[config.mk]
export PLATFORM = sky130hd
export DESIGN_NAME = gcd_driver_flat
export DESIGN_NICKNAME = d
export VERILOG_FILES = /design/src/rtl/gcd_driver_if.sv /design/src/rtl/gcd_driver.sv /design/src/flat_wrapper.sv
export SDC_FILE = /design/constraint.sdc
export NUM_CORES = 1
export LEC_CHECK = 0
export ABC_AREA = 1
export CAP_MARGIN = 15
export CORE_ASPECT_RATIO = 0.6
export CORE_MARGIN = 2
export CORE_UTILIZATION = 45
export CTS_BUF_LIST = sky130_fd_sc_hd__clkbuf_16
export DETAILED_ROUTE_END_ITERATION = 8
export PLACE_DENSITY_LB_ADDON = 0.15
export SYNTH_ARGS = -nofsm -noshare
export SYNTH_HDL_FRONTEND = slang
export SYNTH_SLANG_ARGS = --single-unit
[constraint.sdc]
create_clock -name CLK -period 2.15 [get_ports CLK]
set_input_delay 0.215 -clock CLK [delete_from_list [all_inputs] [get_ports CLK]]
set_output_delay 0.215 -clock CLK [all_outputs]
set_load 0.1 [all_outputs]
[src/rtl/gcd_driver_if.sv]
// Request/response handshake bundle between a system-side requester and gcd_driver.
// The driver is the slave: it accepts requests and produces responses.
interface gcd_driver_if #(
    parameter int DW = 8
);
    logic          REQ_VALID;
    logic          REQ_READY;
    logic [DW-1:0] REQ_A;
    logic [DW-1:0] REQ_B;
    logic          RSP_VALID;
    logic          RSP_READY;
    logic [DW-1:0] RSP_Y;
    logic          RSP_ERROR;
    logic          RSP_TIMEOUT;

    modport slave (
        input  REQ_VALID, REQ_A, REQ_B, RSP_READY,
        output REQ_READY, RSP_VALID, RSP_Y, RSP_ERROR, RSP_TIMEOUT
    );

    modport master (
        output REQ_VALID, REQ_A, REQ_B, RSP_READY,
        input  REQ_READY, RSP_VALID, RSP_Y, RSP_ERROR, RSP_TIMEOUT
    );
endinterface

[src/rtl/gcd_driver.sv]
// Initiator for one gcd core: takes operand pairs on the request port, pulses
// START into the core, waits for DONE under a timeout and returns the result
// on the response port. All outputs are registered.
//
//   state   | meaning
//   --------+------------------------------------------------------------
//   S_IDLE  | ready for a request; zero operands short-circuit to S_RESP
//   S_ISSUE | START pulse to the core, timer cleared
//   S_WAIT  | counting cycles until DONE or timer reaches TIMEOUT-1
//   S_RESP  | response valid and frozen until RSP_READY
module gcd_driver #(
    parameter int DW      = 8,
    parameter int TIMEOUT = 1023,
    parameter int CNTW    = 16
) (
    input  logic            CLK,
    input  logic            RST,
    gcd_driver_if.slave     bus,
    output logic [DW-1:0]   GCD_A,
    output logic [DW-1:0]   GCD_B,
    output logic            GCD_START,
    input  logic [DW-1:0]   GCD_Y,
    input  logic            GCD_DONE,
    input  logic            GCD_ERROR,
    output logic            BUSY,
    output logic [CNTW-1:0] OP_COUNT
);
    localparam int            TW       = $clog2(TIMEOUT + 1);
    localparam logic [TW-1:0] TIMER_TC = TW'(TIMEOUT - 1);

    typedef enum logic [1:0] {
        S_IDLE,
        S_ISSUE,
        S_WAIT,
        S_RESP
    } state_t;

    state_t          state_q, state_d;
    logic [TW-1:0]   timer_q, timer_d;
    logic [DW-1:0]   gcd_a_q, gcd_a_d;
    logic [DW-1:0]   gcd_b_q, gcd_b_d;
    logic [DW-1:0]   rsp_y_q, rsp_y_d;
    logic            rsp_err_q, rsp_err_d;
    logic            rsp_to_q, rsp_to_d;
    logic [CNTW-1:0] op_count_q, op_count_d;
    logic            req_ready_q;
    logic            rsp_valid_q;
    logic            start_q;
    logic            busy_q;

    logic            req_fire;
    logic            req_zero;

    assign req_fire = bus.REQ_VALID && req_ready_q;
    assign req_zero = (bus.REQ_A == '0) || (bus.REQ_B == '0);

    // Next-state and next-value logic for every registered output.
    always_comb begin
        state_d    = state_q;
        timer_d    = timer_q;
        gcd_a_d    = gcd_a_q;
        gcd_b_d    = gcd_b_q;
        rsp_y_d    = rsp_y_q;
        rsp_err_d  = rsp_err_q;
        rsp_to_d   = rsp_to_q;
        op_count_d = op_count_q;

        case (state_q)
            S_IDLE: begin
                if (req_fire) begin
                    if (req_zero) begin
                        // Zero operand never reaches the core.
                        rsp_y_d   = '0;
                        rsp_err_d = 1'b1;
                        rsp_to_d  = 1'b0;
                        state_d   = S_RESP;
                    end else begin
                        gcd_a_d = bus.REQ_A;
                        gcd_b_d = bus.REQ_B;
                        state_d = S_ISSUE;
                    end
                end
            end
            S_ISSUE: begin
                timer_d = '0;
                state_d = S_WAIT;
            end
            S_WAIT: begin
                timer_d = timer_q + 1'b1;
                // DONE takes priority over a simultaneous timer expiry.
                if (GCD_DONE) begin
                    rsp_y_d   = GCD_ERROR ? '0 : GCD_Y;
                    rsp_err_d = GCD_ERROR;
                    rsp_to_d  = 1'b0;
                    state_d   = S_RESP;
                end else if (timer_q == TIMER_TC) begin
                    rsp_y_d   = '0;
                    rsp_err_d = 1'b0;
                    rsp_to_d  = 1'b1;
                    state_d   = S_RESP;
                end
            end
            S_RESP: begin
                if (bus.RSP_READY) begin
                    if (op_count_q != '1) begin
                        op_count_d = op_count_q + 1'b1;
                    end
                    state_d = S_IDLE;
                end
            end
            default: state_d = S_IDLE;
        endcase
    end

    // State and output registers; flags are decoded from the next state so they
    // line up with the state they describe.
    always_ff @(posedge CLK) begin
        if (RST) begin
            state_q     <= S_IDLE;
            timer_q     <= '0;
            gcd_a_q     <= '0;
            gcd_b_q     <= '0;
            rsp_y_q     <= '0;
            rsp_err_q   <= 1'b0;
            rsp_to_q    <= 1'b0;
            op_count_q  <= '0;
            req_ready_q <= 1'b0;
            rsp_valid_q <= 1'b0;
            start_q     <= 1'b0;
            busy_q      <= 1'b0;
        end else begin
            state_q     <= state_d;
            timer_q     <= timer_d;
            gcd_a_q     <= gcd_a_d;
            gcd_b_q     <= gcd_b_d;
            rsp_y_q     <= rsp_y_d;
            rsp_err_q   <= rsp_err_d;
            rsp_to_q    <= rsp_to_d;
            op_count_q  <= op_count_d;
            req_ready_q <= (state_d == S_IDLE);
            rsp_valid_q <= (state_d == S_RESP);
            start_q     <= (state_d == S_ISSUE);
            busy_q      <= (state_d != S_IDLE);
        end
    end

    assign bus.REQ_READY   = req_ready_q;
    assign bus.RSP_VALID   = rsp_valid_q;
    assign bus.RSP_Y       = rsp_y_q;
    assign bus.RSP_ERROR   = rsp_err_q;
    assign bus.RSP_TIMEOUT = rsp_to_q;
    assign GCD_A           = gcd_a_q;
    assign GCD_B           = gcd_b_q;
    assign GCD_START       = start_q;
    assign BUSY            = busy_q;
    assign OP_COUNT        = op_count_q;
endmodule
[src/flat_wrapper.sv]
// flat-port wrapper written by rule: the top's interface ports become plain ports
module gcd_driver_flat 
#(
    parameter int DW      = 8,
    parameter int TIMEOUT = 1023,
    parameter int CNTW    = 16
)
  (CLK, RST, GCD_A, GCD_B, GCD_START, GCD_Y, GCD_DONE, GCD_ERROR, BUSY, OP_COUNT, bus_REQ_VALID, bus_REQ_A, bus_REQ_B, bus_RSP_READY, bus_REQ_READY, bus_RSP_VALID, bus_RSP_Y, bus_RSP_ERROR, bus_RSP_TIMEOUT);
  gcd_driver_if #(.DW(DW)) bus_i ();
  input  logic CLK;
  input  logic RST;
  output logic [DW-1:0] GCD_A;
  output logic [DW-1:0] GCD_B;
  output logic GCD_START;
  input  logic [DW-1:0] GCD_Y;
  input  logic GCD_DONE;
  input  logic GCD_ERROR;
  output logic BUSY;
  output logic [CNTW-1:0] OP_COUNT;
  input wire logic [$bits(bus_i.REQ_VALID)-1:0] bus_REQ_VALID;
  input wire logic [$bits(bus_i.REQ_A)-1:0] bus_REQ_A;
  input wire logic [$bits(bus_i.REQ_B)-1:0] bus_REQ_B;
  input wire logic [$bits(bus_i.RSP_READY)-1:0] bus_RSP_READY;
  output wire logic [$bits(bus_i.REQ_READY)-1:0] bus_REQ_READY;
  output wire logic [$bits(bus_i.RSP_VALID)-1:0] bus_RSP_VALID;
  output wire logic [$bits(bus_i.RSP_Y)-1:0] bus_RSP_Y;
  output wire logic [$bits(bus_i.RSP_ERROR)-1:0] bus_RSP_ERROR;
  output wire logic [$bits(bus_i.RSP_TIMEOUT)-1:0] bus_RSP_TIMEOUT;
  assign bus_i.REQ_VALID = bus_REQ_VALID;
  assign bus_i.REQ_A = bus_REQ_A;
  assign bus_i.REQ_B = bus_REQ_B;
  assign bus_i.RSP_READY = bus_RSP_READY;
  assign bus_REQ_READY = bus_i.REQ_READY;
  assign bus_RSP_VALID = bus_i.RSP_VALID;
  assign bus_RSP_Y = bus_i.RSP_Y;
  assign bus_RSP_ERROR = bus_i.RSP_ERROR;
  assign bus_RSP_TIMEOUT = bus_i.RSP_TIMEOUT;
  gcd_driver #(.DW(DW), .TIMEOUT(TIMEOUT), .CNTW(CNTW)) u_core (.CLK(CLK), .RST(RST), .bus(bus_i), .GCD_A(GCD_A), .GCD_B(GCD_B), .GCD_START(GCD_START), .GCD_Y(GCD_Y), .GCD_DONE(GCD_DONE), .GCD_ERROR(GCD_ERROR), .BUSY(BUSY), .OP_COUNT(OP_COUNT));
endmodule
==> metrics.yaml, run 1 <==
whs_endpoint: "u_core.GCD_B[0]$_SDFFE_PP0P_"
min_period_ns: 1.848
die_w_um: 107.6
clock_latency_ns: 0.33
finalHoldViolations: 0
dr.pass1.iters: 5
ys_ff_latch: 58
port_buffers: 75
path_cells: "inv_1, ha_1, nand2_1, nor2_1, nand2_1, nor4_2, nand3_1, nand2_1, nor2_1"
hp-start: "u_core.GCD_B[0]$_SDFFE_PP0P_"
design_power_total_mw: 4.550
synth_top_family_by_area: "simple AND/OR/NAND/NOR gates"
reg2reg_depth: 9
fmax_ghz: 0.5411
power_density_mw_per_mm2: 1175
grt_max_degree: 33
setup_viol_count_final: 0
crit_buf_inv: 1
overflow: 0
cap_violations: 0
multi_input_area_mm2: 0.001411
yosys.area_share.simple: 0.3064
place_congestion: 0.9094
routed_via_density: 4.864
drt-initial-drc-count: 174
syn-num-nets: 459
crit_path_frequent_cell: "nand2_1"
worstReg2RegEnd: "u_core.timer_q[9]$_SDFFE_PP0P_"
r2r-start: "u_core.state_q[0]$_SDFF_PP0_"
cts_buffers: 9
rsz0062_at_grt: "false"
tightest_slew_ns: 0.4636
arrival_ns: 2.07
post_cts_buffers: 0
postLayoutCoreUtil: 0.6278
num_io_pins: 76
syn_to_final_growth_pct: 33.53
synth_top_area_frac: 0.4005
slew_viol_final: 0
ir_worst_vdd_v: 0.0006060
synthMuxAreaShare: 0
grt_pass1_vias: 2644
ys_seq_area_frac: 0.4005
routed-via-count: 2860
fill_cells: 581
core_area_mm2: 0.006166
cp_top_family: "simple AND/OR/NAND/NOR gates"
grt_usage: 0.2181
crit_required_ns: 2.37
clockBufferDepth: 2
syn_area_mm2: 0.002899
area.sequential_mm2: 0.001165
drt-total-wl_um: 7452
p_leak_nw: 1.675
start_util: 0.4702
post_synth.cell_area_avg_um2: 6.870
row_count: 22
whs_path_depth: 2
hold_class: "flop to flop"
antenna_cells: 0
maxSlewHeadroom: 0.6893
clock-skew-final_ns: 0.004806
crit_slowest_cell: "dfxtp_1"
cpPeakStageDelay_ns: 0.41
synth_area_leader_cell: "dfxtp_1"
path_max_fanout: 6
synth_adder_area_share: 0.03021
synthCells: 422
min_period_over_period: 0.8596
cts_sinks: 58
cts_resized: 0
cts_max_level: 3
critPathLaunchType: "flop"
drive_gt1_frac: 0.1667
drc: 0
endpoint_kind: "flop"
hold_buffers: 0
cts-root-buf: "clkbuf_16"
setup.worst_path.class: "flop to flop"
rrSetupSlack_ns: 0.30
synth_xor_area_frac: 0.03021
place_hpwl_um: 5380
drtAntennaViolNets: 0
outcome: "finished clean"
synth_warnings: 0
die_height_um: 66.17
synth_cell_type_count: 30
cts.clk_slew.worst_paths_ns: 0.05
antenna_found_initial: 0
synth.area.top_cells: "dfxtp_1 (40%), nand2_1 (13%), inv_1 (8.3%), nor2_1 (7.3%), a21oi_1 (6.2%)"
dieArea_mm2: 0.007121
post_drt_wl_per_cell_um: 12.67
cts_tree: "built"
nets: 537
grt_pass1_wl_um: 12030
tns_ns: 0
synth_compound_area_frac: 0.1200
-- state kept, by name, summed over array words and instances (netlist names) --
name	count
u_core.BUSY	1
u_core.GCD_A	8
u_core.GCD_B	8
u_core.GCD_START	1
u_core.OP_COUNT	16
u_core.bus.REQ_READY	1
u_core.bus.RSP_ERROR	1
u_core.bus.RSP_TIMEOUT	1
u_core.bus.RSP_VALID	1
u_core.bus.RSP_Y	8
u_core.state_q	2
u_core.timer_q	10
-- logic make-up (layout without fill, tap and decap cells) --
family | count (synthesis) | in the layout
flip-flops | 58 | 58
XOR/XNOR | 10 | 10
buffers and inverters | 78 | 160
adder cells (fa/ha/maj) | 7 | 7
AO/OA/AOI/OAI | 66 | 66
AND/OR/NAND/NOR | 203 | 203
-- Yosys cell counts, drive strengths merged --
master,number
xor2,9
nor3,11
dfxtp,58
clkbuf,6
ha,7
buf,6
and3,1
a21oi,39
inv,66
and2,1
o22ai,1
o21ai,24
nor2,59
nand3,15
nand4,9
xnor2,1
nor4,1
o31ai,2
nand2,106
-- how the worst max path moves through the flow --
stage | start | to | depth (start not counted)
3_5_place_dp | u_core.state_q[0]$_SDFF_PP0_ | u_core.timer_q[9]$_SDFFE_PP0P_ | 9
2_1_floorplan | u_core.OP_COUNT[2]$_SDFFE_PP0P_ | u_core.OP_COUNT[10]$_SDFFE_PP0P_ | 10
5_1_grt | u_core.state_q[0]$_SDFF_PP0_ | u_core.timer_q[9]$_SDFFE_PP0P_ | 9
3_3_place_gp | bus_REQ_B[4] | u_core.bus.RSP_Y[4]$_SDFFE_PP0P_ | 10
6_report | u_core.state_q[0]$_SDFF_PP0_ | u_core.timer_q[9]$_SDFFE_PP0P_ | 9
4_1_cts | u_core.state_q[0]$_SDFF_PP0_ | u_core.timer_q[9]$_SDFFE_PP0P_ | 9
-- cell usage in the layout, fill, tap and decap left out --
master	instances
o22ai_1	1
nor2_2	1
o31ai_1	2
dfxtp_1	55
nand2_1	100
clkbuf_16	9
nand2_4	1
inv_1	65
xnor2_1	1
inv_2	2
buf_4	48
and2_1	1
clkinv_1	2
nor2_1	56
buf_12	2
ha_1	7
clkdlybuf4s50_1	29
and3_1	1
xor2_1	9
nor4_2	1
dfxtp_2	3
o21ai_0	24
nor3_1	9
clkinv_2	3
nand2_2	5
nand3_2	2
nor3_2	2
nand3_1	13
a21oi_2	3
nor2_4	2
a21oi_1	36
nand4_1	9
-- routing by layer --
metal / GRT usage / routed length, um / vias up
li1: - / - / 1481
met1: 0.3022 / 3824 / 1251
met2: 0.3208 / 2935 / 118
met3: 0.07389 / 597 / 10
met4: 0.06410 / 94 / 0
met5: 0 / 0 / -
-- cell type report --
class | instances | share of cell area
clock buffer | 9 | 0.05818
clock inverter | 6 | 0.006787
inverter | 66 | 0.06399
multi-input combinational | 286 | 0.3646
sequential | 58 | 0.3009
tap | 84 | 0.02715
timing repair buffer | 79 | 0.1784
-- tightest hold or removal path, delay by kind of cell, from the launching register on --
kind / cells / cell delay (ns)
AOI/OAI and AO/OA: 1 / 0.05
buffers and inverters: 1 / 0.05
DFF: 1 / 0.30
-- report_power, final --
part | total, mW | internal (mW) | leakage, nW | switching, mW
clock network | 1.22 | 0.751 | 0.131 | 0.465
logic | 2.00 | 0.436 | 1.07 | 1.56
registers | 1.34 | 1.24 | 0.472 | 0.0955
-- per-stage QoR --
stage               hold WS, ns  setup WS [ns]  area (um^2)  cells
floorplan                0.4067        0.05580         2903    422
global placement         0.4315         0.3516         3620    573
detailed placement       0.4402         0.3139         3620    573
CTS                      0.4469         0.3097         3871    588
global route             0.4648         0.1089         3871    588
finish                   0.4426         0.3020         3871    588
Note: power is estimated with default switching activity, not from simulation.
==> inputs of run 2 (changes only) <==
Settings changed: REMOVE_ABC_BUFFERS set to 1.
==> metrics.yaml, run 2 (synthesized netlist as in run 1, its figures left out) <==
dieArea_mm2: 0.007121
antenna_cells: 0
finalHoldViolations: 0
setup.worst_path.class: "flop to flop"
cts.clk_slew.worst_paths_ns: 0.05
dr.pass1.iters: 4
drc: 0
final_common_cell: "nand2_1"
grt_max_degree: 33
die_height_um: 66.17
min_period_over_period: 0.8588
power_density_mw_per_mm2: 1187
num_io_pins: 76
row_count: 22
worstReg2RegEnd: "u_core.timer_q[9]$_SDFFE_PP0P_"
holdWs_ns: 0.4429
setup_viol_count_final: 0
postPlaceCellArea_mm2: 0.003633
rrSetupSlack_ns: 0.30
fill_cells: 553
cts_buffers: 9
drt-total-wl_um: 7301
arrival_ns: 2.07
cts_tree: "built"
clock_latency_ns: 0.32
cts_resized: 0
worst_slack_ns: 0.3035
overflow: 0
grt_pass1_vias: 2499
drt-initial-drc-count: 185
nets: 541
ir_worst_vdd_v: 0.0007250
finalInstanceArea_mm2: 0.003906
drive_gt1_frac: 0.1677
cts_sinks: 58
rsz0062_at_grt: "false"
routed_via_density: 4.778
tightest_slew_ns: 0.4908
hold_buffers: 0
syn_to_final_growth_pct: 34.74
clock-skew-final_ns: 0.004408
p_leak_nw: 1.694
port_buffers: 75
die_w_um: 107.6
slew_viol_final: 0
antenna_found_initial: 0
post_drt_wl_per_cell_um: 12.35
maxSlewHeadroom: 0.6725
grt_pass1_wl_um: 11920
area.sequential_mm2: 0.001161
routed-via-count: 2824
path_max_fanout: 6
cap_violations: 0
cp-startpoint: "u_core.state_q[0]$_SDFF_PP0_"
core_area_mm2: 0.006166
cts-root-buf: "clkbuf_16"
cp-endpoint: "u_core.timer_q[9]$_SDFFE_PP0P_"
drtAntennaViolNets: 0
r2r-start: "u_core.state_q[0]$_SDFF_PP0_"
fmax_ghz: 0.5416
min_period_ns: 1.847
crit_required_ns: 2.37
reg2reg_depth: 9
critPathLaunchType: "flop"
outcome: "finished clean"
final_cell_mix: "nand2_1 (100), inv_1 (64), dfxtp_1 (58)"
grt_usage: 0.2200
start_util: 0.4702
hold_class: "flop to flop"
pre_cts_slack_ns: 0.3093
endpoint_kind: "flop"
post_cts_buffers: 0
place_hpwl_um: 5480
multi_input_area_mm2: 0.001411
cts_max_level: 3
place_congestion: 0.9318
clockBufferDepth: 2
largest_reg_flops: 16
run 2: changes by cell type in the layout (fill, tap and decap cells not counted):
cell and change:
clkinv_2 -1, bufinv_16 +1, buf_12 -1, dfxtp_1 +3, buf_4 +5, inv_1 -1, dfxtp_2 -3
run 2: worst min path at each step:
stage,from,to,slack (ns),cells past startpoint
3_5_place_dp,u_core.GCD_B[1]$_SDFFE_PP0P_,u_core.GCD_B[1]$_SDFFE_PP0P_,0.44,2
4_1_cts,u_core.GCD_B[1]$_SDFFE_PP0P_,u_core.GCD_B[1]$_SDFFE_PP0P_,0.44,2
2_1_floorplan,RST,u_core.OP_COUNT[10]$_SDFFE_PP0P_,0.28,1
6_report,u_core.GCD_B[2]$_SDFFE_PP0P_,u_core.GCD_B[2]$_SDFFE_PP0P_,0.44,2
3_3_place_gp,u_core.GCD_B[1]$_SDFFE_PP0P_,u_core.GCD_B[1]$_SDFFE_PP0P_,0.43,2
5_1_grt,u_core.GCD_B[2]$_SDFFE_PP0P_,u_core.GCD_B[2]$_SDFFE_PP0P_,0.47,2
run 2: layer usage:
| layer | track usage | wire length, um |
|---|---|---|
| met1 | 0.3205 | 3741 |
| met2 | 0.3027 | 2851 |
| met3 | 0.07783 | 650 |
| met4 | 0.05929 | 57 |
| met5 | 0 | 0 |
run 2: metrics by stage:
step,TNS (ns),power [mW],std cells,utilization
2_1_floorplan,-6.555,2.872,410,-
5_1_grt,0,4.862,591,0.6335
3_5_place_dp,0,3.322,577,0.5893
4_1_cts,0,4.677,591,0.6335
6_report,0,4.638,591,0.6335
3_3_place_gp,0,3.296,577,0.5893
run 2: layout make-up:
class,count,share of cell area
sequential,58,0.2972
tap,84,0.02691
inverter,66,0.06342
timing repair buffer,83,0.1813
multi-input combinational,286,0.3613
clock inverter,5,0.01217
clock buffer,9,0.05766
run 2: where the power goes:
| part | switching, mW | internal (mW) | total [mW] |
|---|---|---|---|
| clock | 0.462 | 0.868 | 1.33 |
| sequential | 0.0936 | 1.24 | 1.34 |
| combinational | 1.55 | 0.425 | 1.97 |
run 2: critical path, cell delays in order (launching register included):
cell,delay [ns]
dfxtp_1,0.40
inv_1,0.10
ha_1,0.38
nand2_1,0.09
nor2_1,0.16
nand2_1,0.14
nor4_2,0.24
nand3_1,0.11
nand2_1,0.07
nor2_1,0.04
==> inputs of run 3 (changes only) <==
Settings changed: CELL_PAD_IN_SITES_DETAIL_PLACEMENT set to 1, CELL_PAD_IN_SITES_GLOBAL_PLACEMENT set to 1, CORE_UTILIZATION 45 to 34.
==> metrics.yaml, run 3 (synthesized netlist as in run 1, its figures left out) <==
outcome: "finished clean"
ir_worst_vdd_v: 0.0007433
cts-root-buf: "clkbuf_16"
clockBufferDepth: 2
cts_max_level: 3
routed_via_density: 4.668
syn_to_final_growth_pct: 36.64
die_height_um: 75.53
wl_met2_um: 3696
grt_usage: 0.2039
hold_buffers: 0
drive_gt1_frac: 0.1670
drt-initial-drc-count: 125
post_cts_buffers: 0
grt_pass1_vias: 2806
finalHoldViolations: 0
final_cell_mix: "nand2_1 (100), inv_1 (68), dfxtp_1 (58)"
clock-skew-final_ns: 0.007341
crit_required_ns: 2.38
power_density_mw_per_mm2: 1188
drc: 0
path_cells: "inv_1, ha_1, nand2_1, nor2_1, nand2_1, nor4_2, nand3_1, nand2_1, nor2_1"
antenna_cells: 0
endpoint_kind: "flop"
overflow: 0
hold_class: "flop to flop"
arrival_ns: 2.09
highest_layer: "met4"
cts_buffers: 9
min_period_over_period: 0.8646
maxSlewHeadroom: 0.6541
post_drt_wl_per_cell_um: 14.35
crit_slowest_cell: "dfxtp_1"
dr.pass1.iters: 4
wl_met3_um: 495
nets: 541
worst_slack_ns: 0.2910
critPathLaunchType: "flop"
rsz0062_at_grt: "false"
antenna_found_initial: 0
rrSetupSlack_ns: 0.29
path_max_fanout: 6
tns_ns: 0
die_w_um: 123.2
slew_viol_final: 0
pre_cts_slack_ns: 0.2548
min_period_ns: 1.859
core_area_mm2: 0.008393
clock_latency_ns: 0.33
crit_path_frequent_cell: "nand2_1"
routed-via-count: 2899
cts_tree: "built"
cpPeakStageDelay_ns: 0.40
setup.worst_path.class: "flop to flop"
met1_length_um: 4584
cap_violations: 0
dp_cells: 605
grt_max_degree: 33
row_count: 26
drt-total-wl_um: 8912
tightest_slew_ns: 0.5189
fmax_ghz: 0.5379
grt_pass1_wl_um: 14240
drtAntennaViolNets: 0
cts_sinks: 58
largest_reg_flops: 16
num_io_pins: 76
place_congestion: 0.8242
p_leak_nw: 1.717
port_buffers: 75
setup_viol_count_final: 0
cts.clk_slew.worst_paths_ns: 0.05
cts_resized: 0
stdcell_count: 621
final_common_cell: "nand2_1"
dieArea_mm2: 0.009305
start_util: 0.3454
place_hpwl_um: 6780
run 3: cell count changes in the layout (fill, tap and decap cells not counted), sizes merged:
cell / previous run / this run
clkinv: 4 / 2
inv: 66 / 70
run 3: per-layer routing:
layer | global-route usage | up-vias
met5 | 0 | -
met4 | 0.07449 | 0
met3 | 0.05913 | 15
met2 | 0.2924 | 67
met1 | 0.2903 | 1335
li1 | - | 1482
run 3: layout make-up:
cell class | instances | area, um^2
Fill cell | 1089 | 4432
Multi-Input combinational cell | 286 | 1411
Clock buffer | 9 | 225.2
Clock inverter | 7 | 55.05
Inverter | 66 | 247.7
Timing Repair Buffer | 83 | 720.7
Sequential cell | 58 | 1161
Tap cell | 112 | 140.1
run 3: per-stage QoR:
step                        util  cell area (um^2)  total power [mW]  hold slack (ns)
after floorplan                -              2820             2.872           0.2774
after global placement    0.4386              3681             3.328           0.4304
after detailed placement  0.4386              3681             3.374           0.4421
after CTS                 0.4720              3961             4.763           0.4492
after global routing      0.4720              3961             4.944           0.4706
final                     0.4720              3961             4.706           0.4457
run 3: where the power goes:
group	leakage (nW)	internal, mW	switching (mW)	total [mW]
sequential	0.471	1.24	0.100	1.34
clock	0.154	0.873	0.483	1.36
combinational	1.09	0.438	1.57	2.01
run 3: worst max-delay path: cells and delay by family (launching register included):
family	cells	cell delay [ns]
flops	1	0.40
buf+inv	1	0.10
fa+ha+maj	1	0.39
simple gates	7	0.87
run 3: final timing paths:
path / from / end / cells past startpoint
min: u_core.GCD_A[5]$_SDFFE_PP0P_ / u_core.GCD_A[5]$_SDFFE_PP0P_ / 2
min reg2reg: u_core.GCD_A[5]$_SDFFE_PP0P_ / u_core.GCD_A[5]$_SDFFE_PP0P_ / 2
max: u_core.state_q[0]$_SDFF_PP0_ / u_core.timer_q[9]$_SDFFE_PP0P_ / 9
max reg2reg: u_core.state_q[0]$_SDFF_PP0_ / u_core.timer_q[9]$_SDFFE_PP0P_ / 9
